## src/rtl/approx_error_monitor.sv

```systemverilog
// Windowed error-distance monitor for an approximate adder: measures |A+B - SUM|
// over WIN accepted samples and reports error count, maximum and saturating sum.
module approx_error_monitor #(
  parameter int N     = 8,
  parameter int WIN   = 256,
  parameter int SUM_W = 24
) (
  input  logic             clk,
  input  logic             rst_n,
  input  logic             start,
  input  logic             in_valid,
  output logic             in_ready,
  input  logic [N-1:0]     A,
  input  logic [N-1:0]     B,
  input  logic [N:0]       SUM,
  output logic             res_valid,
  input  logic             res_ready,
  output logic [15:0]      err_cnt,
  output logic [N:0]       max_ed,
  output logic [SUM_W-1:0] sum_ed,
  output logic             busy
);

  typedef enum logic [1:0] {IDLE, RUN, DRAIN, REPORT} state_t;

  // Accumulator add width: wide enough that sum_ed + ED cannot wrap before the clamp.
  localparam int              AW      = ((SUM_W > N + 1) ? SUM_W : N + 1) + 1;
  localparam logic [15:0]     LAST    = 16'(WIN - 1);
  localparam logic [SUM_W-1:0] SUM_MAX = {SUM_W{1'b1}};

  state_t         state;
  logic [15:0]    sample_cnt;
  logic           drain_cnt;
  logic           s1_valid;
  logic           s1_nz;
  logic [N:0]     s1_ed;

  logic           accept;
  logic [N:0]     exact;
  logic [N:0]     ed;
  logic [AW-1:0]  sum_ext;
  logic [SUM_W-1:0] sum_next;

  assign in_ready  = (state == RUN);
  assign res_valid = (state == REPORT);
  assign busy      = (state != IDLE);
  assign accept    = in_valid && in_ready;

  // NOTE: every variable assigned in always_comb gets a value on every path,
  // otherwise synthesis infers a latch.
  always_comb begin
    exact   = {1'b0, A} + {1'b0, B};
    ed      = (exact >= SUM) ? (exact - SUM) : (SUM - exact);
    sum_ext = AW'(sum_ed) + AW'(s1_ed);
    if (sum_ext > AW'(SUM_MAX)) sum_next = SUM_MAX;
    else                        sum_next = sum_ext[SUM_W-1:0];
  end

  // NOTE: sequential state uses non-blocking assignments only, so every
  // register samples the pre-edge values regardless of statement order.
  always_ff @(posedge clk) begin
    if (!rst_n) begin
      state      <= IDLE;
      sample_cnt <= '0;
      drain_cnt  <= 1'b0;
      s1_valid   <= 1'b0;
      s1_nz      <= 1'b0;
      s1_ed      <= '0;
      err_cnt    <= '0;
      max_ed     <= '0;
      sum_ed     <= '0;
    end else begin
      // Stage 1: register ED of the accepted sample.
      s1_valid <= accept;
      s1_ed    <= ed;
      s1_nz    <= |ed;

      // Stage 2: fold the stage-1 result into the window statistics.
      if (s1_valid) begin
        if (s1_nz)          err_cnt <= err_cnt + 16'd1;
        if (s1_ed > max_ed) max_ed  <= s1_ed;
        sum_ed <= sum_next;
      end

      case (state)
        IDLE: begin
          if (start) begin
            state      <= RUN;
            sample_cnt <= '0;
            err_cnt    <= '0;
            max_ed     <= '0;
            sum_ed     <= '0;
          end
        end
        RUN: begin
          if (accept) begin
            sample_cnt <= sample_cnt + 16'd1;
            if (sample_cnt == LAST) begin
              state     <= DRAIN;
              drain_cnt <= 1'b0;
            end
          end
        end
        DRAIN: begin
          // Two cycles let the last sample pass both pipeline stages.
          if (drain_cnt) state <= REPORT;
          drain_cnt <= 1'b1;
        end
        REPORT: begin
          if (res_ready) state <= IDLE;
        end
        default: state <= IDLE;
      endcase
    end
  end

endmodule

```

## config.mk

```make
export PLATFORM = sky130hd
export DESIGN_NAME = approx_error_monitor
export DESIGN_NICKNAME = d
export VERILOG_FILES = /design/src/rtl/approx_error_monitor.sv
export SDC_FILE = /design/constraint.sdc
export NUM_CORES = 1
export LEC_CHECK = 0
export ABC_AREA = 1
export BUFFER_PORTS_ARGS = -buffer_cell sky130_fd_sc_hd__buf_4
export CORE_ASPECT_RATIO = 0.7
export CORE_MARGIN = 2
export CORE_UTILIZATION = 53
export CTS_CLUSTER_DIAMETER = 60
export DETAILED_ROUTE_END_ITERATION = 10
export PLACE_DENSITY_LB_ADDON = 0.2
export SETUP_SLACK_MARGIN = 0.15
export SLEW_MARGIN = 20
export SYNTH_ARGS = -nofsm -noshare
export SYNTH_HDL_FRONTEND = slang
export SYNTH_SLANG_ARGS = --single-unit
```

## constraint.sdc

```tcl
create_clock -name clk -period 2.87 [get_ports clk]
set_input_delay 0.287 -clock clk [delete_from_list [all_inputs] [get_ports clk]]
set_output_delay 0.287 -clock clk [all_outputs]
set_load 0.01 [all_outputs]
```

* Yosys cells after proc, flatten, opt, wreduce, memory -nomap -nowiden
Index checks and enable logic that the tools add are counted.
Storage, ports and cells: flip-flop bits (word level) 79, bits of input ports 30, output and inout port bits 52, logic and storage cells 61
Operators by class: $add $sub $neg 6, magnitude comparators 3, eq/ne operators 9, multiplexer cells 25, reduce and logical (&&, ||, !) cells 9
Operators by type and width (count):
- two-way mux 16 bit | 6
- two-way mux 24 bit | 4
- two-way mux 9 bit | 5
- adder 16 x 1 -> 16 bit, second input constant | 2
- case mux 16 bit (2 select lines) | 1
- adder 24 x 9 -> 25 bit | 1
- > comparator 25 x 24 -> 1 bit, second input constant | 1
- subtractor 9 bit | 2
- == test 16 x 8 -> 1 bit, second input constant | 1
- two-way mux 2 bit | 5
- adder 8 x 8 -> 9 bit | 1
- >= comparator 9 bit | 1
- > comparator 9 bit | 1
- OR reduction 9 bit | 1
- case mux 2 bit (4 select lines) | 1
- != test 2 x 1 -> 1 bit, second input constant | 3
- AND reduction 3 bit | 2
- nonzero test 2 bit | 3
- AND reduction 5 bit | 1
- == test 2 bit, second input constant | 2
- != test 2 bit, second input constant | 2
- == test 2 x 1 -> 1 bit, second input constant | 1
- logical NOT 2 bit | 1
- two-way mux 1 bit | 2
- 2 further kinds | 2

* Depth between registers and ports, before layout
Gate-level depths: netlist of run 1.
depth in word-level cells 6, depth in mapped cells 24, gate-level depth less buffers 24

* Worst setup path before layout of run 1
Ideal clock, no wire load.
path kind input -> register, start point input port A[0], end point register s1_nz, setup time 0.128 ns, data arrival time 2.837 ns, slack -0.094 ns, cell stages on the path 21, path through ha_1 -> fa_1 -> nand3_1 -> nand2_1 -> nand2_1 -> nand2_1 -> a21oi_1 -> xor2_1 -> inv_1 -> ha_1 -> nand2_2 -> nor2_4 -> nand3_2 -> nand3_2 -> nor2_4 -> nand2_1 -> nand2_1 -> nor2_1 -> nand3_1 -> nor2_1 -> nor2_1
Between the ends: cells in the longest elaborated chain, start to end 4, elaborated cells between the ends (all ways) 6, classes of those cells add/sub (3); order compare (1); mux (1); reduce/logical (1)
RTL lines:
- start: declaration | RTL line 13 | input logic [N-1:0] A,
- adder 8 x 8 -> 9 bit * | RTL line 52 | exact = {1'b0, A} + {1'b0, B};
- subtractor 9 bit or >= comparator 9 bit (tied branches) | RTL line 53 | ed = (exact >= SUM) ? (exact - SUM) : (SUM - exact);
- two-way mux 9 bit * | RTL line 53
- OR reduction 9 bit * | RTL line 76 | s1_nz <= |ed;
- end signal: assignment | RTL line 76
- end: declaration | RTL line 35 | logic s1_nz;
Mark *: on every way between the ends. The rest lies on a longest branch, timed or not. A chain may end at the register's enable or synchronous reset.

* Final worst setup path of run 1
start point input port B[0], end point register s1_nz
Between the ends: cells in the longest elaborated chain, start to end 4, elaborated cells between the ends (all ways) 6, classes of those cells add/sub (3); order compare (1); mux (1); reduce/logical (1)
RTL lines:
- start: declaration | RTL line 14 | input logic [N-1:0] B,
- adder 8 x 8 -> 9 bit * | RTL line 52
- subtractor 9 bit or >= comparator 9 bit (tied branches) | RTL line 53
- two-way mux 9 bit * | RTL line 53
- OR reduction 9 bit * | RTL line 76
Marked as above.

==> impl_metrics.env, run 1 <==
export IMPL_maxCapViolations=0
export IMPL_synth_top_cells_by_count="nand2_1 (189), inv_1 (120), dfxtp_1 (79), nor2_1 (76), a21oi_1 (60)"
export IMPL_leakagePower_nw=3.41
export IMPL_yosysTopAreaCell="dfxtp_1"
export IMPL_core_mm2=0.0104
export IMPL_dr_total_vias=5887
export IMPL_cp_max_fo=5
export IMPL_netlist_area_leader_share_pct=27.9
export IMPL_setup_slack_ns=0.0794
export IMPL_cts_clk_slew_worst_paths_ns=0.06
export IMPL_vias_per_cell=5.41
export IMPL_row_count=31
export IMPL_fill_cells=875
export IMPL_grt_pass1_vias=5650
export IMPL_ant_nets=0
export IMPL_critPathTopFamily="simple AND/OR/NAND/NOR gates"
export IMPL_yosysUniqueCellTypes=50
export IMPL_period_share_pct=97.2
export IMPL_ys_seq_area_share_pct=27.9
export IMPL_io_pins=82
export IMPL_async_flop_share_pct=0
export IMPL_die_area_mm2=0.0116
export IMPL_nNetsFinal=1035
export IMPL_ys_warn_count=0
export IMPL_die_width_um=128
export IMPL_cts_hold_buffers=0
export IMPL_clock_sink_count=79
export IMPL_dr_first_iter_drc_count=412
export IMPL_synth_ff_type="dfxtp_1"
export IMPL_grt_max_degree=46
export IMPL_clk_latency_ns=0.33
export IMPL_cts_tree="yes"
export IMPL_synth_edf_count=0
export IMPL_rsz0062_at_grt="true"
export IMPL_synth_fp_nets=915
export IMPL_hold_slack_ns=0.224
export IMPL_intPower_mw=2.71
export IMPL_synthCells=831
export IMPL_synth_area_per_cell_um2=6.83
export IMPL_slew_headroom_pct=62.5
export IMPL_drc=0
export IMPL_critPathBufInv=4
export IMPL_p_switching_mw=1.71
export IMPL_p_per_area_mw_per_mm2=613
export IMPL_seq_area_mm2=0.00158
export IMPL_start_util_pct=54.6
export IMPL_skew_ns=0.00704
export IMPL_crit_path_start_kind="input pin"
export IMPL_clkPwrFrac_pct=26.0
export IMPL_critical_path_class="in -> reg"
export IMPL_fmaxAchievable_mhz=358
export IMPL_cp_end_kind="register"
export IMPL_finalInstanceArea_mm2=0.00721
export IMPL_finalWirelength_um=15100
export IMPL_switching_share_pct=38.7
export IMPL_synth_most_common_cell="nand2_1"
export IMPL_grt_usage_pct=26.7
export IMPL_gp_congestion=0.907
export IMPL_crit_path_cell_trace="buf_6, ha_4, fa_2, nand3_2, nand2_2, nand2_2, nand2_2, a21oi_2, inv_1, a21oi_2, o21bai_1, ha_1, nand2_2, inv_2, nand2_2, nand2_4, inv_6, nand4_4, nand2_2, nand2_1, nor2_1, nand3_1, nor2_1, nor2_1"
export IMPL_cp_slowest_cell="fa_2"
export IMPL_grt_first_pass_wirelength_um=25700
export IMPL_die_y_um=90.6
export IMPL_cts_inserted_buffers=9
export IMPL_final_min_clock_period_ns=2.79
export IMPL_peakVddDrop_mv=0.435
export IMPL_root_buffer="clkbuf_16"
export IMPL_syn_cell_area_mm2=0.00568
export IMPL_seqPwrFrac_pct=30.0
export IMPL_hold_violations=0
export IMPL_worst_pin_slew_ns=0.562
export IMPL_multi_input_area_mm2=0.00372
export IMPL_dp_hpwl_um=11400
export IMPL_cp_common_cell="nand2_2"
export IMPL_status="finished, final reports clean"
export IMPL_antenna_found_initial=0
export IMPL_drv_slew=0
export IMPL_antennaDiodeCount=0
export IMPL_clock_path_buffers=2
export IMPL_post_dp_cell_area_mm2=0.00670
export IMPL_drive_gt1_share_pct=22.3
export IMPL_avgRoutedWirePerCell_um=13.8
export IMPL_cp_arrival_ns=2.99
export IMPL_drtPass1Iterations=5
export IMPL_dp_slack_ns=-0.362
export IMPL_gr_total_overflow=0
export IMPL_ys_ff_latch=79
export IMPL_hold_path_class="in -> reg"
export IMPL_htree_num_levels=3
export IMPL_finalSetupViolations=0
export IMPL_port_buffers=81
export IMPL_slowest_delay_ns=0.35
export IMPL_comb_power_share_pct=44.1
export IMPL_syn_to_final_growth_pct=27.1
export IMPL_critPathRequiredTime_ns=3.07
export IMPL_synth_area_leaders="dfxtp_1 (28%), nand2_1 (12%), ha_1 (11%), inv_1 (7.9%), a21oi_1 (5.3%)"
## worst register-to-register path: stages (launching register included)
cell	delay (ns)
dfxtp_1	0.38
ha_1	0.19
inv_1	0.05
fa_1	0.41
nand3b_1	0.17
nand2_1	0.14
nand4_1	0.13
nand2_2	0.19
nand4_4	0.31
inv_2	0.27
o21ai_0	0.12
inv_1	0.06
## logic make-up (layout without fill, tap and decap cells)
group | count (synthesis) | count (layout) | share of synthesized area, %
xor+xnor | 30 | 30 | 4.63
compound gates | 140 | 140 | 13.8
simple gates | 384 | 385 | 31.4
fa+ha+maj | 54 | 54 | 12.4
buf+inv | 144 | 268 | 9.92
flops | 79 | 79 | 27.9
## worst paths after layout
kind                                 from  cells past startpoint  slack [ns]    endpoint
worst max-delay path                 B[0]                     24        0.08       s1_nz
worst min-delay path             in_valid                      3        0.22    s1_valid
worst max register to register   s1_ed[0]                     11        0.40  sum_ed[21]
worst min register to register  drain_cnt                      2        0.47   drain_cnt
## cells in the final DEF (no fill, tap or decap), types with 7 or more instances in the layout
master       n
buf_4      119
o21ai_0     47
xor2_1      23
nor2_1      76
a31oi_1      9
nand2_1    174
dfxtp_1     79
nand2_2     18
inv_1      118
ha_1        44
nand4_1     13
a21oi_1     54
xnor2_1      7
nor3_1      17
clkbuf_16    9
nand3_1     47
## repair_timing
action,CTS,global route
endpoints found under the setup margin,9,9
buffers inserted,1,2
pin swaps,28,28
cloned,1,0
hold endpoints to repair,0,0
gates resized for setup,27,17
## state kept, by name (all words and copies together) (netlist names)
| signal | count |
|---|---|
| err_cnt | 16 |
| state | 2 |
| max_ed | 9 |
| s1_valid | 1 |
| s1_ed | 9 |
| sample_cnt | 16 |
| drain_cnt | 1 |
| s1_nz | 1 |
| sum_ed | 24 |
## layer usage
metal	track usage, %	vias to the layer above	wire length, µm
met5	0	-	0
met4	5.68	0	149
met3	4.92	18	993
met2	42.8	217	6720
met1	37.7	2698	7190
li1	-	2954	-
## per-stage QoR
stage,setup TNS (ns),utilization (%),power (mW),std cells
after CTS,0,68.8,4.39,1086
final,0,69.4,4.42,1088
after detailed placement,-2.54,64.5,3.16,1068
after global placement,-1.56,64.5,3.08,1068
after floorplan,0,-,2.50,831
after global routing,-0.317,69.4,4.74,1088
## power by group through the flow
stage | logic, mW | registers (mW) | clock network [mW]
after floorplan | 1.18 | 1.32 | 0
after global placement | 1.75 | 1.34 | 0
after detailed placement | 1.81 | 1.34 | 0
after CTS | 1.90 | 1.32 | 1.17
after global routing | 2.18 | 1.34 | 1.22
final | 1.95 | 1.33 | 1.15
## cell type report
type	instances	share of cell area [%]
Clock inverter	7	1.01
Multi-Input combinational cell	609	51.6
Timing Repair Buffer	125	13.3
Clock buffer	9	3.12
Sequential cell	79	21.9
Inverter	127	6.75
Tap cell	132	2.29
Note: power is estimated with default switching activity, not from simulation.
==> run 2: changes to the inputs <==
Settings changed: CORE_UTILIZATION 53 to 55.
Clock period 2.87 ns to 3.3 ns, I/O delays scaled along.
==> impl_metrics.env, run 2 (same netlist as run 1, synthesis figures left out) <==
export IMPL_regMostFlops="sum_ed"
export IMPL_dp_hpwl_um=11200
export IMPL_cp_arrival_ns=3.12
export IMPL_critical_path_class="in -> reg"
export IMPL_clock_sink_count=79
export IMPL_port_buffers=81
export IMPL_finalSetupViolations=0
export IMPL_cts_inserted_buffers=9
export IMPL_cts_clk_slew_worst_paths_ns=0.06
export IMPL_root_buffer="clkbuf_16"
export IMPL_drc=0
export IMPL_post_dp_cell_area_mm2=0.00645
export IMPL_critPathRequiredTime_ns=3.50
export IMPL_antenna_found_initial=0
export IMPL_finalWirelength_um=14600
export IMPL_grt_max_degree=46
export IMPL_status="finished, final reports clean"
export IMPL_fill_cells=851
export IMPL_finalInstanceArea_mm2=0.00686
export IMPL_leakagePower_nw=3.24
export IMPL_p_total_mw=3.68
export IMPL_gp_congestion=0.915
export IMPL_dp_cells=1034
export IMPL_die_y_um=89
export IMPL_drtPass1Iterations=5
export IMPL_cts_tree="yes"
export IMPL_reg_largest_list="sum_ed x24, err_cnt x16, sample_cnt x16"
export IMPL_crit_path_start_kind="input pin"
export IMPL_final_cell_mix="nand2_1 (185), inv_1 (120), buf_4 (94)"
export IMPL_p_per_area_mw_per_mm2=536
export IMPL_r2r_slack_ns=0.83
export IMPL_cts_hold_buffers=0
export IMPL_io_pins=82
export IMPL_maxCapViolations=0
export IMPL_worst_pin_slew_ns=0.553
export IMPL_largest_reg_flops=24
export IMPL_finalNonFillerCells=1053
export IMPL_hold_violations=0
export IMPL_grt_first_pass_wirelength_um=23900
export IMPL_grt_pass1_vias=5258
export IMPL_die_width_um=125
export IMPL_syn_to_final_growth_pct=20.9
export IMPL_antennaDiodeCount=0
export IMPL_vias_per_cell=5.45
export IMPL_ant_nets=0
export IMPL_cp_max_fo=6
export IMPL_peakVddDrop_mv=0.379
export IMPL_skew_ns=0.0103
export IMPL_fmaxAchievable_mhz=343
export IMPL_core_mm2=0.00987
export IMPL_die_area_mm2=0.0112
export IMPL_hold_path_class="in -> reg"
export IMPL_dr_first_iter_drc_count=356
export IMPL_slew_headroom_pct=63.1
export IMPL_nNetsFinal=1004
export IMPL_dr_total_vias=5739
export IMPL_rsz0062_at_grt="false"
export IMPL_htree_num_levels=3
export IMPL_period_share_pct=88.3
export IMPL_layout_commonest_cell="nand2_1"
export IMPL_final_min_clock_period_ns=2.91
export IMPL_drv_slew=0
export IMPL_gr_total_overflow=0
export IMPL_start_util_pct=57.5
export IMPL_drive_gt1_share_pct=17.7
export IMPL_tns_ns=0
export IMPL_hold_slack_ns=0.269
export IMPL_avgRoutedWirePerCell_um=13.8
export IMPL_cp_end_kind="register"
export IMPL_clk_latency_ns=0.35
export IMPL_row_count=30
export IMPL_grt_usage_pct=26.2
export IMPL_clock_path_buffers=2
-- run 2: cell count changes in the layout (fill, tap and decap cells not counted), moves of 2 or more --
cell	previous run	this run
nand2_4	4	1
inv_1	118	120
nand2_1	174	185
ha_4	4	2
a21oi_1	54	57
buf_6	6	0
nand2_2	18	10
buf_4	119	94
ha_1	44	46
a21oi_2	6	3
-- run 2: layout make-up --
cell class	instances	area, µm²	share of cell area, %
multi-input combinational	609	3630	52.9
sequential	79	1580	23.0
timing repair buffer	94	706	10.3
inverter	127	482	7.02
clock buffer	9	225	3.28
tap	128	160	2.33
clock inverter	7	78.8	1.15
-- run 2: where the power goes --
group	total (mW)	internal (mW)	switching (mW)
clock network	1.02	0.595	0.428
registers	1.15	1.05	0.103
logic	1.51	0.576	0.930
total	3.68	2.22	1.46
-- run 2: worst max-delay path: stages --
cell and delay [ns]:
buf_4 0.11, ha_2 0.19, fa_2 0.37, nand3_2 0.08
nand2_1 0.05, nand2_1 0.08, nand2_1 0.06, a21oi_2 0.17
inv_1 0.05, a21oi_1 0.13, o21bai_1 0.08, ha_1 0.35
nand2_2 0.10, nor2_4 0.17, nand3_4 0.14, nand3_2 0.13
nor2_4 0.06, nand2_1 0.09, nand2_1 0.08, nor2_1 0.10
nand3_1 0.07, nor2_1 0.09, nor2_1 0.04
-- run 2: layer usage --
metal  GRT usage (%)  up-vias  part of all wire [%]
li1                -     2897                     -
met1            36.0     2616                    49
met2            42.0      200                    43
met3            5.21       26                   6.6
met4            8.48        0                   1.7
met5               0        -                     0
-- run 2: per-stage QoR --
stage	setup WS, ns	utilization (%)
6_report	0.385	69.5
5_1_grt	0.146	69.5
4_1_cts	0.257	68.4
3_5_place_dp	-0.0808	65.3
3_3_place_gp	0.0272	65.3
2_1_floorplan	0.293	-
-- run 2: repair_timing --
action / CTS / global route
gates resized for setup: 0 / 19
setup buffers: 0 / 2
setup endpoints to repair: 0 / 4
-- run 2: final timing paths --
kind / startpoint / depth (start not counted) / to
max: A[0] / 23 / s1_nz
min: in_valid / 3 / s1_valid
max reg2reg: s1_ed[0] / 14 / sum_ed[18]
min reg2reg: drain_cnt / 2 / drain_cnt
